==> src/rtl/pipe_ctrl.sv <==
// rtl/pipe_ctrl.sv - pipeline stall/flush arbiter with stall watchdog.
// Optional perf counters enabled by defining PIPE_CTRL_PERF_EN.
module pipe_ctrl #(
  parameter int          FLUSH_LEN   = 2,
  parameter logic [31:0] EXC_VECTOR  = 32'h0000_0020,
  parameter int          STALL_LIMIT = 64
) (
  input  logic        clk,
  input  logic        rst,
  input  logic        stallreq_id,
  input  logic        stallreq_ex,
  input  logic        stallreq_mem,
  input  logic [31:0] excepttype,
  input  logic [31:0] cp0_epc,
  output logic [5:0]  stall,
  output logic        flush,
  output logic [31:0] new_pc,
  output logic        stall_timeout,
  output logic [31:0] perf_stall_cnt,
  output logic [31:0] perf_flush_cnt
);

  localparam int HW = (FLUSH_LEN > 1) ? $clog2(FLUSH_LEN) : 1;
  localparam int SW = $clog2(STALL_LIMIT + 1);

  typedef enum logic [1:0] {RUN, STALL, FLUSH} state_t;

  state_t        state, state_next;
  logic [HW-1:0] hold_cnt, hold_next;
  logic [31:0]   pc_q, pc_next;
  logic [SW-1:0] streak;
  logic          timeout_q;
  logic          exc;
  logic [31:0]   target;
  logic [5:0]    stall_raw;
  logic          flush_raw;
  logic [31:0]   new_pc_raw;

  always_ff @(posedge clk) begin
    if (rst) begin
      state    <= RUN;
      hold_cnt <= '0;
      pc_q     <= '0;
    end else begin
      state    <= state_next;
      hold_cnt <= hold_next;
      pc_q     <= pc_next;
    end
  end

  always_comb begin
    exc        = |excepttype;
    target     = (excepttype == 32'h0000_000e) ? cp0_epc : EXC_VECTOR;
    state_next = state;
    hold_next  = hold_cnt;
    pc_next    = pc_q;
    stall_raw  = '0;
    flush_raw  = 1'b0;
    new_pc_raw = pc_q;
    case (state)
      FLUSH: begin
        // Flush tail: requests and new exceptions are ignored until the count expires.
        flush_raw = 1'b1;
        hold_next = hold_cnt - HW'(1);
        if (hold_cnt <= HW'(1))
          state_next = RUN;
      end
      default: begin
        if (exc) begin
          flush_raw  = 1'b1;
          new_pc_raw = target;
          pc_next    = target;
          if (FLUSH_LEN > 1) begin
            state_next = FLUSH;
            hold_next  = HW'(FLUSH_LEN - 1);
          end else begin
            state_next = RUN;
          end
        end else begin
          if (stallreq_mem)
            stall_raw = 6'b011111;
          else if (stallreq_ex)
            stall_raw = 6'b001111;
          else if (stallreq_id)
            stall_raw = 6'b000111;
          state_next = (stall_raw != '0) ? STALL : RUN;
        end
      end
    endcase
  end

  always_ff @(posedge clk) begin
    if (rst) begin
      streak    <= '0;
      timeout_q <= 1'b0;
    end else if (stall_raw != '0) begin
      if (streak != SW'(STALL_LIMIT))
        streak <= streak + SW'(1);
      if (streak >= SW'(STALL_LIMIT - 1))
        timeout_q <= 1'b1;
    end else begin
      streak <= '0;
    end
  end

  // Outputs are forced to their reset values combinationally while rst is high.
  assign stall         = rst ? 6'b0  : stall_raw;
  assign flush         = rst ? 1'b0  : flush_raw;
  assign new_pc        = rst ? 32'b0 : new_pc_raw;
  assign stall_timeout = timeout_q & ~rst;

`ifdef PIPE_CTRL_PERF_EN
  logic [31:0] pstall_q, pflush_q;

  always_ff @(posedge clk) begin
    if (rst) begin
      pstall_q <= '0;
      pflush_q <= '0;
    end else begin
      if (stall_raw != '0 && pstall_q != 32'hFFFF_FFFF)
        pstall_q <= pstall_q + 32'd1;
      if (state != FLUSH && exc && pflush_q != 32'hFFFF_FFFF)
        pflush_q <= pflush_q + 32'd1;
    end
  end

  assign perf_stall_cnt = rst ? 32'b0 : pstall_q;
  assign perf_flush_cnt = rst ? 32'b0 : pflush_q;
`else
  assign perf_stall_cnt = 32'b0;
  assign perf_flush_cnt = 32'b0;
`endif

endmodule

==> config.mk <==
export PLATFORM = sky130hd
export DESIGN_NAME = pipe_ctrl
export DESIGN_NICKNAME = d
export VERILOG_FILES = /design/src/rtl/pipe_ctrl.sv
export SDC_FILE = /design/constraint.sdc
export NUM_CORES = 1
export LEC_CHECK = 0
export ABC_AREA = 1
export CAP_MARGIN = 20
export CORE_MARGIN = 4
export CORE_UTILIZATION = 35
export DETAILED_ROUTE_END_ITERATION = 10
export PLACE_DENSITY = 0.83
export RECOVER_POWER = 25
export SLEW_MARGIN = 20
export SYNTH_ARGS = -nofsm -noshare
export SYNTH_HDL_FRONTEND = slang
export SYNTH_SLANG_ARGS = --single-unit
==> constraint.sdc <==
create_clock -name clk -period 1.65 [get_ports clk]
set_input_delay 0.165 -clock clk [delete_from_list [all_inputs] [get_ports clk]]
set_output_delay 0.165 -clock clk [all_outputs]
set_load 0.01 [all_outputs]
=== Word level (Yosys, flattened, before mapping) ===
Index checks and enable logic that the tools add are counted.

* Flip-flop bits (word level): 43
* Input port bits: 69

* Add/sub/neg operators: 2
* Order comparisons: 2
* Equality and inequality tests: 4
* Muxes and demuxes: 21
* Bitwise gates (word level): 3
* Reduce and logical (&&, ||, !) cells: 6

{| class="wikitable"
|+ Operators with widths
! kind !! number
|-
| two-way mux 32 bit || 4
|-
| equality test 32 x 4 -> 1 bit (second input constant) || 1
|-
| OR reduction 32 bit || 1
|-
| two-way mux 6 bit || 5
|-
| nonzero test 6 bit || 2
|-
| adder 7 x 1 -> 7 bit (second input constant) || 1
|-
| greater-or-equal comparator 7 x 6 -> 1 bit (second input constant) || 1
|-
| inequality test 7 bit (second input constant) || 1
|-
| two-way mux 1 bit || 6
|-
| two-way mux 2 bit || 3
|-
| two-way mux 5 bit || 1
|-
| two-way mux 4 bit || 1
|-
| two-way mux 3 bit || 1
|-
| equality test 2 bit (second input constant) || 1
|-
| inequality test 2 bit (second input constant) || 1
|-
| inverter 1 bit || 2
|-
| AND reduction 2 bit || 1
|-
| nonzero test 2 bit || 1
|-
| OR reduction 2 bit || 1
|-
| AND 1 bit || 1
|-
| less-or-equal comparator 1 bit (second input constant) || 1
|-
| subtractor 1 bit (second input constant) || 1
|}

=== Longest topological paths before layout ===
Gate-level depths: netlist (run 1).

* Depth after elaboration: 10
* Gate-level depth with buffers: 10
* Depth with buffers taken out: 9

=== Least setup slack after synthesis (run 1) ===
OpenSTA, ideal clock, no wires.

* Path type: in2out
* Start: input excepttype[31]
* End: output new_pc[16]
* Arrival time: 1,214 ps
* Required time: 1,485 ps
* Setup slack: 271 ps
* Stages on the path: 9
* Path through: nor2_1 nand2_1 nor2_1 nand2_1 o21ai_2 buf_4 buf_6 nor2_1 nor2_1

* Longest elaborated chain between the ends: 5
* Elaborated cells on any way between the ends: 6

{| class="wikitable"
|+ RTL lines
! element !! line !! RTL
|-
| start, declared || 13 || <nowiki>input logic [31:0] excepttype,</nowiki>
|-
| equality test 32 x 4 -> 1 bit || 53 || <nowiki>target = (excepttype == 32'h0000_000e) ? cp0_epc : EXC_VECTOR;</nowiki>
|-
| two-way mux 32 bit || 53 ||
|-
| two-way mux 32 bit * || 69 || <nowiki>if (exc) begin</nowiki>
|-
| two-way mux 32 bit * || 60 || <nowiki>case (state)</nowiki>
|-
| two-way mux 32 bit * || n/a ||
|-
| end, declared || 17 || <nowiki>output logic [31:0] new_pc,</nowiki>
|}

Every way passes the cells marked *; elsewhere a longest branch is shown, timed or not.

=== Worst setup path after layout (run 1) ===
* Start: register state[1]
* End: output new_pc[4]

* Longest elaborated chain between the ends: 3

{| class="wikitable"
|+ RTL lines
! element !! line !! RTL
|-
| start, declared || 28 || <nowiki>state_t state, state_next;</nowiki>
|-
| start signal, assigned || 45 || <nowiki>state <= state_next;</nowiki>
|-
| equality test 2 bit || 60 ||
|-
| two-way mux 32 bit || 60 ||
|-
| two-way mux 32 bit || n/a ||
|}

No other way between the ends.

==> results of run 1 <==
==> report_power, final <==
part	internal [mW]	switching (mW)	total [mW]
registers	1.06	0.0120	1.07
logic	0.376	0.382	0.758
clock network	0.292	0.339	0.632
==> area by class of cell <==
cell class,instances,area [um^2],share of cell area [%]
multi-input cells,311,1600,36.5
repair buffers,168,1470,33.4
flip-flops and latches,42,843,19.2
inverters,72,278,6.33
well taps,99,124,2.82
clock buffers,7,76.3,1.74
==> path summary, 6_finish.rpt <==
kind / from / end / cells after the start
max: state[1] / new_pc[4] / 11
min: timeout_q / timeout_q / 2
max reg2reg: state[1] / pc_q[14] / 13
min reg2reg: timeout_q / timeout_q / 2
==> cell usage after synthesis <==
master / number
xnor2_1: 1
nor3_1: 3
conb_1: 1
nand3b_1: 1
nor3b_1: 1
buf_6: 3
nor2_1: 130
o21ai_0: 1
clkbuf_1: 1
inv_1: 72
buf_2: 4
nand2_1: 85
xor2_1: 4
nand4_1: 4
dfxtp_1: 42
ha_1: 2
o21ai_2: 1
buf_1: 3
nand3_1: 8
nand2_4: 1
a21oi_1: 2
nor2_2: 1
buf_4: 68
==> kinds of logic after synthesis <==
| family | Yosys count |
|---|---|
| compound gates | 4 |
| xor+xnor | 5 |
| fa+ha+maj | 2 |
| buf+inv | 151 |
| flops | 42 |
| other cells | 1 |
| simple gates | 234 |
==> flip-flops by register name, summed over array words and instances, names as in the netlist <==
signal     flops
timeout_q      1
streak         7
pc_q          32
state          2
==> stage by stage <==
step	hold slack (ns)	util [%]	setup slack (ns)
after CTS	0.490	56.3	-0.194
after global routing	0.531	59.6	-0.243
after detailed placement	0.466	50.5	-0.796
final	0.506	59.6	-0.159
after global placement	0.465	50.5	-0.741
after floorplan	0.438	-	0.271
==> layer usage <==
metal / up-vias / GRT usage [%]
met5: - / 0
met4: 0 / 2.25
met3: 4 / 3.67
met2: 111 / 33.4
met1: 1329 / 17.6
li1: 1458 / -
==> repair_timing <==
action	in CTS	in global routing
endpoints found under the setup margin	39	39
resized for setup	332	75
hold buffers	0	0
cloned	5	2
pin swaps	38	27
setup buffers	30	16
==> worst reg2reg max path, cell delays in order (launching register included) <==
cell     delay [ns]
dfxtp_2        0.33
inv_2          0.04
nor2_4         0.09
inv_2          0.06
o21ai_4        0.08
buf_6          0.16
buf_8          0.12
buf_12         0.10
nand2_4        0.04
nand2_2        0.05
nor2_2         0.04
buf_4          0.12
buf_4          0.12
buf_4          0.12
==> impl_metrics.json, run 1 <==
{
  "dp.cells": 645,
  "rows": 31,
  "dr_wl_met2_um": 4750,
  "ys_seq_area_share_pct": 31.1,
  "hold_path_class": "flop to flop",
  "dieArea_um2": 9200,
  "synth_compound_area_share_pct": 0.878,
  "io_pins": 173,
  "synth_cell_types": 23,
  "period_needed_ns": 1.81,
  "highest_layer": "met4",
  "vdd_ir_drop_max_mv": 0.296,
  "drv_slew": 0,
  "nFillCells": 678,
  "grt_usage_pct": 16.5,
  "cp_cell_sequence": "inv_2, nor2_4, inv_2, o21ai_4, buf_6, buf_8, buf_16, nand2_2, nand2_1, nor2_2, buf_2",
  "min_period_over_period_pct": 110,
  "rrSetupSlack_ns": 0.07,
  "grt_pass1_vias": 2664,
  "drt-met1-wl_um": 3310,
  "status": "complete, but fails checks",
  "place.gp.congestion": 0.706,
  "finalPower_mw": 2.46,
  "viasPerCell": 4.15,
  "mostFrequentLayoutCells": "76 x nor2_1, 68 x inv_1, 65 x conb_1",
  "fin_area_um2": 4390,
  "place_hpwl_um": 5090,
  "rsz0062_at_grt": "true",
  "drive_gt1_share_pct": 39.3,
  "setup_tns_ns": -2.90,
  "wl_um": 8750,
  "critPathBufInv": 6,
  "drc": 0,
  "ys_top_cells_by_area": "dfxtp_1 31%, buf_4 19%, nor2_1 18%",
  "cts_made_buffers": 5,
  "cp_top_family": "buffers and inverters",
  "root_buffer": "clkbuf_8",
  "clkSinkCount": 42,
  "crit_path_frequent_cell": "inv_2",
  "routedWlPerCell_um": 12.5,
  "diodes": 0,
  "critPathLaunchType": "flop",
  "synth_top_family_by_area": "simple AND/OR/NAND/NOR gates",
  "cts_tree": "built",
  "num_vias": 2902,
  "fin_ws_ns": -0.159,
  "coreArea_um2": 7370,
  "wl_met3_um": 622,
  "worst_clock_skew_ns": 0.00881,
  "syn_area_um2": 2710,
  "fmax_mhz": 553,
  "grt_max_degree": 33,
  "crit_type": "flop to primary output",
  "end_kind": "primary output",
  "syn_inst": 439,
  "worst_ep_required_time_ns": 1.48,
  "cts_buffer_depth": 2,
  "synth_seq_cells": 42,
  "syn_avg_cell_area_um2": 6.16,
  "syn2layout_area_growth_pct": 62.2,
  "h-tree-depth": 2,
  "dieHeight_um": 95.9,
  "synth_top_area_share_pct": 31.1,
  "crit_path_max_incr_delay_ns": 0.33,
  "synthXorXnorAreaFrac_pct": 1.62,
  "synth_fa_ha_area_share_pct": 0.925,
  "first_iter_violations": 76,
  "detail_route.first_pass.iterations": 6,
  "start_util_pct": 36.7,
  "p_per_area_nw_per_um2": 560,
  "yosys.area_share.simple_pct": 34.0,
  "ant_nets": 0,
  "final_common_cell": "nor2_1",
  "yosys_warnings": 0,
  "post_dp_cell_area_um2": 3720,
  "synthMuxAreaShare_pct": 0,
  "yosysTopAreaCell": "dfxtp_1",
  "portBuffers": 107,
  "fin_nets": 671,
  "crit_slowest_cell": "dfxtp_2",
  "clk_pin_slew_worst_paths_ns": 0.08,
  "grt_pass1_wl_um": 12100,
  "maxCapViolCount": 0,
  "p_leak_nw": 2.22,
  "clk_latency_ns": 0.29,
  "grt-ovfl-total": 0,
  "fin_cells": 699,
  "setup_viol": 34,
  "violations": "negative setup slack",
  "cp_max_fo": 8,
  "hold_viol_final": 0,
  "dieWidth_um": 95.9,
  "cp_data_arrival_time_ns": 1.64,
  "antenna_found_initial": 0
}
No activity file was read; power rests on OpenSTA's default activity.
==> run 2: changes to the inputs <==
ABC_AREA = default   (was 1)
PLACE_DENSITY = 0.82   (was 0.83)
==> run 2 against run 1 <==
The flow still finishes with violations (negative setup slack). Count of clock-buffer cells in the layout decreased by 1. Sequential share of layout area fell by 3.9 points. Clock skew is 0.00060 ns lower. Maximum frequency fell by 4.7%. Wire length grew 47%. Die area is 1.4% higher. Critical path type unchanged.
==> impl_metrics.json, run 2 <==
{
  "status": "complete, but fails checks",
  "violations": "negative setup slack",
  "whs_ns": 0.513,
  "setup_tns_ns": -6.48,
  "critPathLaunchType": "flop",
  "maxCapViolCount": 0,
  "cp_max_fo": 5,
  "hold_path_class": "flop to flop",
  "routedWlPerCell_um": 20.0,
  "synthTopCellsByCount": "69 x buf_4, 42 x dfxtp_1, 34 x and3_1, 34 x nand3_1, 33 x nand2_1",
  "setup_viol": 41,
  "async_reset_ff_share_pct": 0,
  "dieArea_um2": 9340,
  "h-tree-depth": 2,
  "ys_top_cells_by_area": "dfxtp_1 31%, buf_4 19%, and3_1 7.7%",
  "syn_avg_cell_area_um2": 7.74,
  "yosys_warnings": 0,
  "largest_register_ffs": 32,
  "drc": 0,
  "detail_route.first_pass.iterations": 5,
  "fmax_mhz": 527,
  "syn_inst": 355,
  "cts_made_buffers": 5,
  "p_per_area_nw_per_um2": 395,
  "ys_seq_area_share_pct": 30.6,
  "fin_nets": 613,
  "clkPwrFrac_pct": 31.7,
  "io_pins": 173,
  "met2_usage_pct": 42.9,
  "switching_power_mw": 0.612,
  "worst_clock_skew_ns": 0.00821,
  "post_dp_cell_area_um2": 3820,
  "clk_latency_ns": 0.30,
  "combPwrFrac_pct": 21.6,
  "coreArea_um2": 7690,
  "dieWidth_um": 96.6,
  "ant_nets": 0,
  "grt_usage_pct": 23.5,
  "min_period_over_period_pct": 115,
  "start_util_pct": 35.8,
  "syn_area_um2": 2750,
  "synth_top_area_share_pct": 30.6,
  "synth_seq_cells": 42,
  "drive_gt1_share_pct": 48.4,
  "period_needed_ns": 1.90,
  "grt_pass1_vias": 3524,
  "mostFrequentLayoutCells": "65 x conb_1, 64 x buf_6, 39 x buf_2, 39 x dfxtp_1, 36 x clkdlybuf4s50_1",
  "cp_data_arrival_time_ns": 1.73,
  "grt_max_degree": 22,
  "fin_ws_ns": -0.249,
  "rsz0062_at_grt": "true",
  "syn2layout_area_growth_pct": 100,
  "cts_tree": "built",
  "top_regs": "pc_q: 32 flops, streak: 7 flops, state: 2 flops",
  "met1_usage_pct": 25.9,
  "intPower_mw": 1.57,
  "seqPwrFrac_pct": 46.8,
  "first_iter_violations": 151,
  "worst_ep_required_time_ns": 1.48,
  "cts_buffer_depth": 2,
  "dieHeight_um": 96.6,
  "place_hpwl_um": 5730,
  "synth_cell_types": 33,
  "vdd_ir_drop_max_mv": 0.282,
  "top_usage_layer": "met2",
  "grt_pass1_wl_um": 17800,
  "place.gp.congestion": 0.763,
  "clk_pin_slew_worst_paths_ns": 0.09,
  "viasPerCell": 5.32,
  "grt-ovfl-total": 0,
  "wl_um": 12900,
  "top_register": "pc_q",
  "num_vias": 3427,
  "hold_viol_final": 0,
  "synth_edf_count": 0,
  "synth_top_flop_cell": "dfxtp_1",
  "use_met3_pct": 5.05,
  "antenna_found_initial": 0,
  "crit_type": "flop to primary output",
  "fin_area_um2": 5510,
  "rows": 32,
  "hold_buffers": 0,
  "root_buffer": "clkbuf_8",
  "yosysTopAreaCell": "dfxtp_1",
  "fin_cells": 644,
  "final_common_cell": "conb_1",
  "yosysMostFrequentCell": "buf_4",
  "clkSinkCount": 42,
  "switching_share_pct": 28.1,
  "drv_slew": 0,
  "portBuffers": 107,
  "finalPower_mw": 2.18,
  "dp.cells": 556,
  "p_leak_nw": 2.24,
  "end_kind": "primary output"
}
-- run 2: cell types whose count changed in the layout (fill, tap and decap cells not counted), sizes merged, moves of 32 or more --
cell and delta:
nor2 -124, inv -67, nand2 -54, buf +40, and3 +35, a31oi +32
-- run 2: cells by family after synthesis --
family | share of synthesized area [%]
simple gates | 33.7
other cells | 0.136
fa+ha+maj | 0.910
compound gates | 8.56
xor+xnor | 1.91
mux | 0.364
flops | 30.6
buf+inv | 23.9
-- run 2: path summary, 6_finish.rpt --
kind,end,depth (start not counted),slack (ns),start
worst max-delay path,new_pc[24],7,-0.25,state[0]
worst max register to register,pc_q[15],12,-0.24,state[0]
worst min register to register,pc_q[21],2,0.51,pc_q[21]
worst min-delay path,pc_q[21],2,0.51,pc_q[21]
-- run 2: metal layers --
layer / wire length, um / share of wire, % / vias up
met4: 616 / 4.8 / 0
li1: - / - / 1530
met2: 6490 / 50 / 217
met5: 0 / 0 / -
met3: 1150 / 8.9 / 50
met1: 4630 / 36 / 1630
-- run 2: repair_timing --
action	in CTS	in global routing
cloned	16	6
gates resized for setup	368	83
pin swaps	63	40
setup buffers	70	14
setup endpoints to repair	47	50
-- run 2: final cells by class --
type                            count  area, um^2
Antenna cell                        1        2.50
Clock buffer                        6        82.6
Fill cell                         559        2180
Inverter                            5        21.3
Multi-Input combinational cell    275        2110
Sequential cell                    42         845
Tap cell                          102         128
Timing Repair Buffer              213        2320
-- run 2: worst max-delay path, stage by stage, from the launching register on --
cell,delay [ns]
dfxtp_2,0.36
nand2b_4,0.17
buf_6,0.12
clkbuf_16,0.13
and3_1,0.20
nand3_2,0.13
a31oi_4,0.22
buf_6,0.12
-- run 2: per-stage QoR --
step / utilization [%] / setup WS, ns
2_1_floorplan: - / 0.0396
3_3_place_gp: 49.7 / -0.925
3_5_place_dp: 49.7 / -0.927
4_1_cts: 65.7 / -0.239
5_1_grt: 71.6 / -0.296
6_report: 71.7 / -0.249
-- run 2: power groups by stage --
| stage | logic, mW | clock network [mW] | registers (mW) |
|---|---|---|---|
| global placement | 0.371 | 0 | 1.04 |
| detailed placement | 0.374 | 0 | 1.04 |
| global route | 0.492 | 0.733 | 1.02 |
| floorplan | 0.260 | 0 | 1.04 |
| CTS | 0.378 | 0.687 | 1.02 |
| finish | 0.469 | 0.690 | 1.02 |
